`config.mk`:
```
export PLATFORM = sky130hd
export DESIGN_NAME = code_fetch_unit
export DESIGN_NICKNAME = d
export VERILOG_FILES = /design/src/rtl/code_fetch_unit_pkg.sv /design/src/rtl/code_fetch_unit_fifo.sv /design/src/rtl/code_fetch_unit.sv
export SDC_FILE = /design/constraint.sdc
export NUM_CORES = 1
export LEC_CHECK = 0
export ABC_AREA = 1
export BUFFER_PORTS_ARGS = -buffer_cell sky130_fd_sc_hd__buf_4
export CAP_MARGIN = 30
export CORE_MARGIN = 8
export CORE_UTILIZATION = 33
export CTS_BUF_LIST = sky130_fd_sc_hd__clkbuf_16
export DETAILED_ROUTE_END_ITERATION = 8
export PLACE_DENSITY = 0.51
export REMOVE_ABC_BUFFERS = 1
export SYNTH_ARGS = -nofsm -noshare
export SYNTH_HDL_FRONTEND = slang
export SYNTH_SLANG_ARGS = --single-unit
```
`constraint.sdc`:
```
create_clock -name clk -period 10.3 [get_ports clk]
set_input_delay 1.545 -clock clk [delete_from_list [all_inputs] [get_ports clk]]
set_output_delay 1.545 -clock clk [all_outputs]
set_load 0.05 [all_outputs]
```
`src/rtl/code_fetch_unit_pkg.sv`:
```
// Shared types and constants for the instruction fetch stage.
package code_fetch_pkg;

  localparam logic [31:0] NOP_INSTR = 32'h0000_0013;

  typedef enum logic [1:0] {
    RUN,
    FAULT_PUSH,
    HALT
  } fetch_state_e;

  typedef struct packed {
    logic [31:0] data;
    logic [31:0] pc;
    logic        fault;
  } fifo_entry_t;

endpackage

```
`src/rtl/code_fetch_unit_fifo.sv`:
```
// Prefetch FIFO: power-of-two depth, single-cycle flush, occupancy count.
module fetch_fifo
  import code_fetch_pkg::*;
#(
  parameter  int unsigned DEPTH = 4,
  localparam int unsigned AW    = $clog2(DEPTH),
  localparam int unsigned CW    = AW + 1
) (
  input  logic          clk_i,
  input  logic          reset_ni,
  input  logic          flush_i,
  input  logic          push_i,
  input  fifo_entry_t   entry_i,
  input  logic          pop_i,
  output fifo_entry_t   head_o,
  output logic          valid_o,
  output logic [CW-1:0] count_o
);

  fifo_entry_t   mem_q [DEPTH];
  logic [AW-1:0] rd_ptr_q, wr_ptr_q;
  logic [CW-1:0] count_q, count_d;
  logic          do_pop;

  assign valid_o = (count_q != '0);
  assign do_pop  = pop_i && valid_o;
  assign head_o  = valid_o ? mem_q[rd_ptr_q] : '0;
  assign count_o = count_q;

  always_comb begin
    count_d = count_q;
    case ({push_i, do_pop})
      2'b10:   count_d = count_q + CW'(1);
      2'b01:   count_d = count_q - CW'(1);
      default: count_d = count_q;
    endcase
  end

  always_ff @(posedge clk_i or negedge reset_ni) begin
    if (!reset_ni) begin
      rd_ptr_q <= '0;
      wr_ptr_q <= '0;
      count_q  <= '0;
    end else if (flush_i) begin
      rd_ptr_q <= '0;
      wr_ptr_q <= '0;
      count_q  <= '0;
    end else begin
      if (push_i) wr_ptr_q <= wr_ptr_q + AW'(1);
      if (do_pop) rd_ptr_q <= rd_ptr_q + AW'(1);
      count_q <= count_d;
    end
  end

  always_ff @(posedge clk_i) begin
    if (push_i && !flush_i) mem_q[wr_ptr_q] <= entry_i;
  end

endmodule

```
`src/rtl/code_fetch_unit.sv`:
```
// Fetch stage: owns the PC, issues code-RAM reads under a FIFO credit rule,
// buffers responses in a prefetch FIFO and handles redirects and fetch faults.
module code_fetch_unit
  import code_fetch_pkg::*;
#(
  parameter logic [31:0] RESET_PC   = 32'h0000_0000,
  parameter int unsigned RAM_WORDS  = 40000,
  parameter int unsigned FIFO_DEPTH = 4,
  parameter int unsigned ADDR_W     = 16
) (
  input  logic              clk,
  input  logic              reset_n,
  output logic [ADDR_W-1:0] ram_address,
  output logic              ram_chipselect,
  output logic              ram_clken,
  input  logic [31:0]       ram_readdata,
  input  logic              redirect_valid,
  input  logic [31:0]       redirect_pc,
  output logic              instr_valid,
  input  logic              instr_ready,
  output logic [31:0]       instr_data,
  output logic [31:0]       instr_pc,
  output logic              instr_fault
);

  localparam int unsigned   CW      = $clog2(FIFO_DEPTH) + 1;
  localparam logic [CW-1:0] DEPTH_C = CW'(FIFO_DEPTH);
  localparam logic [29:0]   WORDS_C = 30'(RAM_WORDS);

  fetch_state_e  state_q, state_d;
  logic [31:0]   fetch_pc_q, fetch_pc_d, pend_pc_q;
  logic          pending_q;
  logic [CW-1:0] fifo_count;
  logic          in_range, has_credit, issue, fault_push, push, pop;
  fifo_entry_t   push_entry, head;

  assign in_range   = (fetch_pc_q[31:2] < WORDS_C);
  assign has_credit = (({1'b0, fifo_count} + {{CW{1'b0}}, pending_q}) < {1'b0, DEPTH_C});
  assign pop        = instr_valid && instr_ready;

  always_ff @(posedge clk or negedge reset_n) begin
    if (!reset_n) state_q <= RUN;
    else          state_q <= state_d;
  end

  always_comb begin
    state_d = state_q;
    if (redirect_valid) begin
      state_d = (redirect_pc[1:0] != 2'b00) ? FAULT_PUSH : RUN;
    end else begin
      case (state_q)
        RUN:        if (!in_range) state_d = FAULT_PUSH;
        FAULT_PUSH: if (fault_push) state_d = HALT;
        HALT:       state_d = HALT;
        default:    state_d = HALT;
      endcase
    end
  end

  // Issue is gated by reset_n so the RAM stays deselected while held in reset.
  always_comb begin
    issue      = reset_n && (state_q == RUN) && in_range && has_credit && !redirect_valid;
    fault_push = (state_q == FAULT_PUSH) && !pending_q && (fifo_count < DEPTH_C) && !redirect_valid;
    push       = fault_push || (pending_q && !redirect_valid);
    push_entry = fault_push ? '{data: NOP_INSTR, pc: fetch_pc_q, fault: 1'b1}
                            : '{data: ram_readdata, pc: pend_pc_q, fault: 1'b0};
    ram_clken      = issue;
    ram_chipselect = issue;
    ram_address    = issue ? fetch_pc_q[ADDR_W+1:2] : '0;
  end

  always_comb begin
    fetch_pc_d = fetch_pc_q;
    if (redirect_valid) fetch_pc_d = redirect_pc;
    else if (issue)     fetch_pc_d = fetch_pc_q + 32'd4;
  end

  always_ff @(posedge clk or negedge reset_n) begin
    if (!reset_n) begin
      fetch_pc_q <= RESET_PC;
      pend_pc_q  <= '0;
      pending_q  <= 1'b0;
    end else begin
      fetch_pc_q <= fetch_pc_d;
      pending_q  <= issue;
      if (issue) pend_pc_q <= fetch_pc_q;
    end
  end

  fetch_fifo #(
    .DEPTH (FIFO_DEPTH)
  ) u_fifo (
    .clk_i    (clk),
    .reset_ni (reset_n),
    .flush_i  (redirect_valid),
    .push_i   (push),
    .entry_i  (push_entry),
    .pop_i    (pop),
    .head_o   (head),
    .valid_o  (instr_valid),
    .count_o  (fifo_count)
  );

  assign instr_data  = head.data;
  assign instr_pc    = head.pc;
  assign instr_fault = head.fault;

endmodule

```
Word-level counts from Yosys, hierarchy flattened
Memories as Yosys holds them, arrays and structs flattened.
Cells that the tools add are included.
{"block": "word_totals", "ff_bits": 74, "mem_bits_rw": 260, "in_bits": 68, "output_inout_bits": 84, "elab_cells": 62, "n_memories": 1}
{"block": "classes", "add_sub_neg": 6, "n_lt_le_gt_ge": 3, "n_eq_ne": 5, "mux": 18, "n_reduce_logical": 22}
{"name": "u_fifo.mem_q", "depth": 4, "width": 65, "rd": 1, "rd_clocked_by_memory_dff": 0, "write_ports": 1, "line": "code_fetch_unit_fifo.sv:20", "source": "fifo_entry_t mem_q [DEPTH];"}
{"operator": "$mux W65", "n": 2}
{"operator": "$mux W32", "n": 2}
{"operator": "$add A32 B3 Y32 const B", "n": 1}
{"operator": "$lt A30 B16 Y1 const B", "n": 1}
{"operator": "$mux W16", "n": 1}
{"operator": "$mux W2", "n": 7}
{"operator": "$logic_and A1 B1 Y1", "n": 11}
{"operator": "$reduce_bool A2 Y1", "n": 4}
{"operator": "$ne A3 B3 Y1 const B", "n": 2}
{"operator": "$pmux W3 S2", "n": 1}
{"operator": "$reduce_bool A3 Y1", "n": 2}
{"operator": "$add A2 B1 Y2 const B", "n": 2}
{"operator": "$add A3 B1 Y4", "n": 1}
{"operator": "$eq A2 B1 Y1 const B", "n": 2}
{"operator": "$lt A4 B3 Y1 const B", "n": 1}
{"operator": "$pmux W2 S2", "n": 1}
{"operator": "$add A3 B1 Y3 const B", "n": 1}
{"operator": "$lt A3 B3 Y1 const B", "n": 1}
{"operator": "$mux W1", "n": 3}
{"operator": "$mux W3", "n": 1}
{"operator": "$sub A3 B1 Y3 const B", "n": 1}
{"operator": "$eq A2 B2 Y1 const B", "n": 1}
{"operator": "$logic_not A1 Y1", "n": 2}
{"operator": "$logic_not A2 Y1", "n": 1}
{"operator": "2 further kinds", "n": 2}

Depth between registers and ports, before layout
{"block": "depth", "ltp_word": 8, "mapped_depth": 12, "mapped_depth_nobuf": 12}

Cells and area by module
A second synthesis with hierarchy kept.
{"block": "hier_totals", "hier_cells": 1407, "hier_area_um2": 14556.5}
{"mod": "fetch_fifo", "instances": 1, "cells_per_inst": 832, "area_each_um2": 10555.1, "seq_area_each_um2": 7982.7}
{"mod": "code_fetch_unit", "instances": 1, "cells_per_inst": 575, "area_each_um2": 4001.3, "seq_area_each_um2": 1676.6}

Worst setup path after synthesis
OpenSTA, ideal clock, no wires.
{"block": "synth_path", "path_type": "input to register", "start": "input port redirect_valid", "end": "memory u_fifo.mem_q[0][0] in the netlist's numbering, enable pin", "setup_ns": 0.488, "t_arrival_ns": 4.627, "path_slack_ns": 5.185, "stages": 4, "path_buffers": 1, "path_cell_list": "buf_2 -> inv_1 -> nand2_1 -> nor2_1"}
{"block": "synth_between", "elab_chain_len": 6}
{"element": "start, declared", "line": "code_fetch_unit.sv:17", "source": "input logic redirect_valid,"}
{"element": "$logic_not A1 Y1 *", "line": "code_fetch_unit_fifo.sv:56, code_fetch_unit.sv:63, code_fetch_unit.sv:64"}
{"element": "$logic_and A1 B1 Y1, on equally long branches", "line": "code_fetch_unit.sv:63, code_fetch_unit.sv:64"}
{"element": "$logic_or A1 B1 Y1", "line": "code_fetch_unit.sv:64", "source": "push = fault_push || (pending_q && !redirect_valid);"}
{"element": "$logic_and A1 B1 Y1 *", "line": "code_fetch_unit_fifo.sv:56", "source": "if (push_i && !flush_i) mem_q[wr_ptr_q] <= entry_i;"}
{"element": "$mux W1 *", "line": "code_fetch_unit_fifo.sv:56"}
{"element": "$mux W1 (not written as such) *", "line": "code_fetch_unit_fifo.sv:56"}
{"element": "end, declared", "line": "code_fetch_unit_fifo.sv:20"}
Every way passes the cells marked *; elsewhere a longest branch is shown, timed or not.

Final worst setup path
{"block": "layout_path", "start": "register u_fifo.rd_ptr_q[0]", "end": "output port instr_pc[5]"}
{"block": "layout_between", "elab_chain_len": 2}
{"element": "start, declared", "line": "code_fetch_unit_fifo.sv:21", "source": "logic [AW-1:0] rd_ptr_q, wr_ptr_q;"}
{"element": "start signal, assigned", "line": "code_fetch_unit_fifo.sv:50", "source": "if (do_pop) rd_ptr_q <= rd_ptr_q + AW'(1);"}
{"element": "$mem_v2 Z4 W65"}
{"element": "$mux W65", "line": "code_fetch_unit_fifo.sv:27", "source": "assign head_o = valid_o ? mem_q[rd_ptr_q] : '0;"}
{"element": "end, declared", "line": "code_fetch_unit.sv:22", "source": "output logic [31:0] instr_pc,"}
Every way passes these cells.

==> flow_summary_export.csv <==
group,metric,value,unit
yosys,synth_common_cells,"323 x nor2_1, 260 x edfxtp_1, 228 x nand2_1",
grt,grt_pass1_wl,57500,um
yosys,ys_warn_count,0,
power,ir_drop,0.115,mV
yosys,avgSynthCellArea,10.2,um^2
cts,cts_tree,"done",
die,die_h,224,um
sta,final_hold_viol_count,0,
route,drt_pass1_iterations,5,
final_layout,layoutNonFillerInstCount,2135,
sta,holdWs,0.485,ns
worst_setup_path,cp-start-kind,"register",
placed_design,placed_cells,2070,
sta,relSlewSlack,0.344,
yosys,ys_top_cells_by_area,"edfxtp_1 55%, dfrtp_1 13%, nor2_1 8.5%",
yosys,async_flop_share,0.222,
grt,grt_pass1_vias,9903,
power,p_leak,6.89,nW
die,die_x,224,um
cts,cts_sinks,334,
worst_setup_path,r2r_slack,7.43,ns
yosys,synth_top_area_frac,0.547,
yosys,synth_cells,1399,
cts,clk_latency,0.51,ns
sta,slew_viol_final,0,
yosys,ys_ff_latch,334,
route,drt_iter0_markers,652,
grt,grt_overflow,0,
cts,ctsHoldBuffers,0,
cts,ctsResizeCount,0,
cts,clock_path_buffers,3,
final_layout,final_layout_size_suffix_gt1_frac,0.155,
route,post_drt_via_cell_ratio,4.69,
placed_design,post-place-ws,5.45,ns
yosys,synth-edff-count,260,
cts,h-tree-depth,2,
worst_setup_path,ff2ff_path_depth,6,
placed_design,place_congestion,0.736,
route,vias,10000,
worst_setup_path,slowest_stage,"dfrtp_4",
cts,cts_buffers,37,
worst_setup_path,crit_arrival,3.50,ns
worst_setup_path,crit_path_max_incr_delay,0.84,ns
yosys,ys.flop_type,"edfxtp_1",
grt,grt_usage,0.146,
placed_design,hpwl,22100,um
yosys,post-synth-top-count-cell,"nor2_1",
sta,rsz0062_at_grt,"no",
flow_run,max_cap_viol_count,0,
yosys,yosys.area.top_type,"edfxtp_1",
worst_hold_path,hp-class,"reg2reg",
die,die_area,50200,um^2
cts,post_cts_buffers,0,
worst_hold_path,min_to,"pend_pc_q[21]$_DFFE_PN0P_",
sta,tns,0,ns
route,drtAntennaViolNets,0,
die,core_area,42900,um^2
route,wl_per_cell,17.3,um
final_layout,antenna_cells,0,
worst_setup_path,r2r_start,"u_fifo.count_o[2]$_DFFE_PN0P_",
worst_hold_path,hold_depth,2,
sta,finalSetupViolations,0,
final_layout,syn2layout_area_growth,20.0,%
grt,antenna_found_initial,0,
worst_hold_path,hold_start,"pend_pc_q[21]$_DFFE_PN0P_",
die,start_util,0.333,
yosys,syn_area,14300,um^2
route,routed_wl,37000,um
final_layout,postLayoutCoreUtil,0.400,
sta,fin_crit_sh,0.489,
die,rows,76,
final_layout,nNetsFinal,1598,
worst_setup_path,cp_cell_sequence,"clkinv_2 > buf_4 > o21ai_0 > a21oi_1 > buf_4",
yosys,synth_cell_types,30,
cts,root_buffer,"clkbuf_16",
route,drcViolationCount,0,
sta,clock_skew,0.0169,ns
run_status,status,"finished, final reports clean",
sta,worst_pin_slew,0.985,ns
worst_setup_path,path_common_cell,"buf_4",
worst_setup_path,critPathMaxFanout,72,
sta,setup_slack,5.26,ns
worst_setup_path,worst-setup-path-type,"reg2out",
power,power.density,249,nW/um^2
sta,min_period,5.04,ns
worst_setup_path,cp.required,8.76,ns
die,io_pins,152,
grt,grt_max_degree,83,
cts,clk_pin_slew,0.06,ns
placed_design,portBuffers,151,
sta,max_freq,198,MHz
yosys,ys_seq_area_frac,0.676,
worst_setup_path,r2r_end,"u_fifo.mem_q[2][7]$_DFFE_PP_",
worst_setup_path,crit_path_end_kind,"output port",
-- logic make-up after synthesis --
group | count (synthesis) | synth area share
buffers and inverters | 173 | 0.0508
and+or+nand+nor | 613 | 0.169
xor gates and xnor gates | 8 | 0.00491
adders and majority gates | 6 | 0.00578
AOI/OAI and AO/OA | 265 | 0.0935
DFF | 334 | 0.676
-- layer usage --
metal | global-route usage | vias up | wire length (um)
li1 | - | 4920 | -
met1 | 0.197 | 4811 | 16900
met2 | 0.243 | 239 | 17500
met3 | 0.0243 | 38 | 1960
met4 | 0.0340 | 0 | 579
met5 | 0 | - | 0
-- metrics by stage --
stage                     cell area, um^2  power [mW]
after CTS                           17100        4.34
final                               17100        4.27
after detailed placement            16000        3.07
after global placement              15900        3.06
after global routing                17100        4.47
after floorplan                     13900        2.54
-- placed cells by master (no fill, tap or decap), drive strengths merged, types with 18 or more instances in the layout --
cell type,n
a21oi,68
buf,167
clkbuf,39
clkinv,18
dfrtp,74
edfxtp,260
inv,96
nand2,230
nand3,47
nor2,325
o21ai,195
-- worst max-delay path by stage --
stage,to,from,cells after the start
2_1_floorplan,instr_data[29],u_fifo.rd_ptr_q[0]$_DFFE_PN0P_,3
3_3_place_gp,ram_chipselect,redirect_valid,6
3_5_place_dp,ram_chipselect,redirect_valid,6
4_1_cts,instr_pc[0],u_fifo.rd_ptr_q[0]$_DFFE_PN0P_,5
5_1_grt,instr_pc[1],u_fifo.rd_ptr_q[0]$_DFFE_PN0P_,5
6_report,instr_pc[5],u_fifo.rd_ptr_q[0]$_DFFE_PN0P_,5
-- final cells by class --
| class | count | area, um^2 |
|---|---|---|
| clock buffers | 39 | 976 |
| clock inverters | 26 | 185 |
| fillers | 4184 | 25700 |
| inverters | 92 | 347 |
| multi-input cells | 892 | 3940 |
| flip-flops and latches | 334 | 9660 |
| well taps | 585 | 732 |
| repair buffers | 167 | 1300 |
-- report_power, final --
| group | internal (mW) | leakage (nW) | switching [mW] |
|---|---|---|---|
| Combinational | 0.354 | 3.02 | 1.05 |
| Clock | 0.736 | 0.586 | 0.520 |
| Sequential | 1.55 | 3.28 | 0.0544 |
-- sequential cells by signal (all words and copies together) (netlist names) --
name	count
u_fifo.count_o	3
u_fifo.rd_ptr_q	2
fetch_pc_q	32
pend_pc_q	32
u_fifo.mem_q	260
u_fifo.wr_ptr_q	2
state_q	2
pending_q	1
-- critical path: cells and delay by family, from the launching register on --
family                 cells  cell delay [ns]
AO/OA/AOI/OAI              2             0.41
flip-flops                 1             0.84
buffers and inverters      3             1.64
Note: power is estimated with default switching activity, not from simulation.
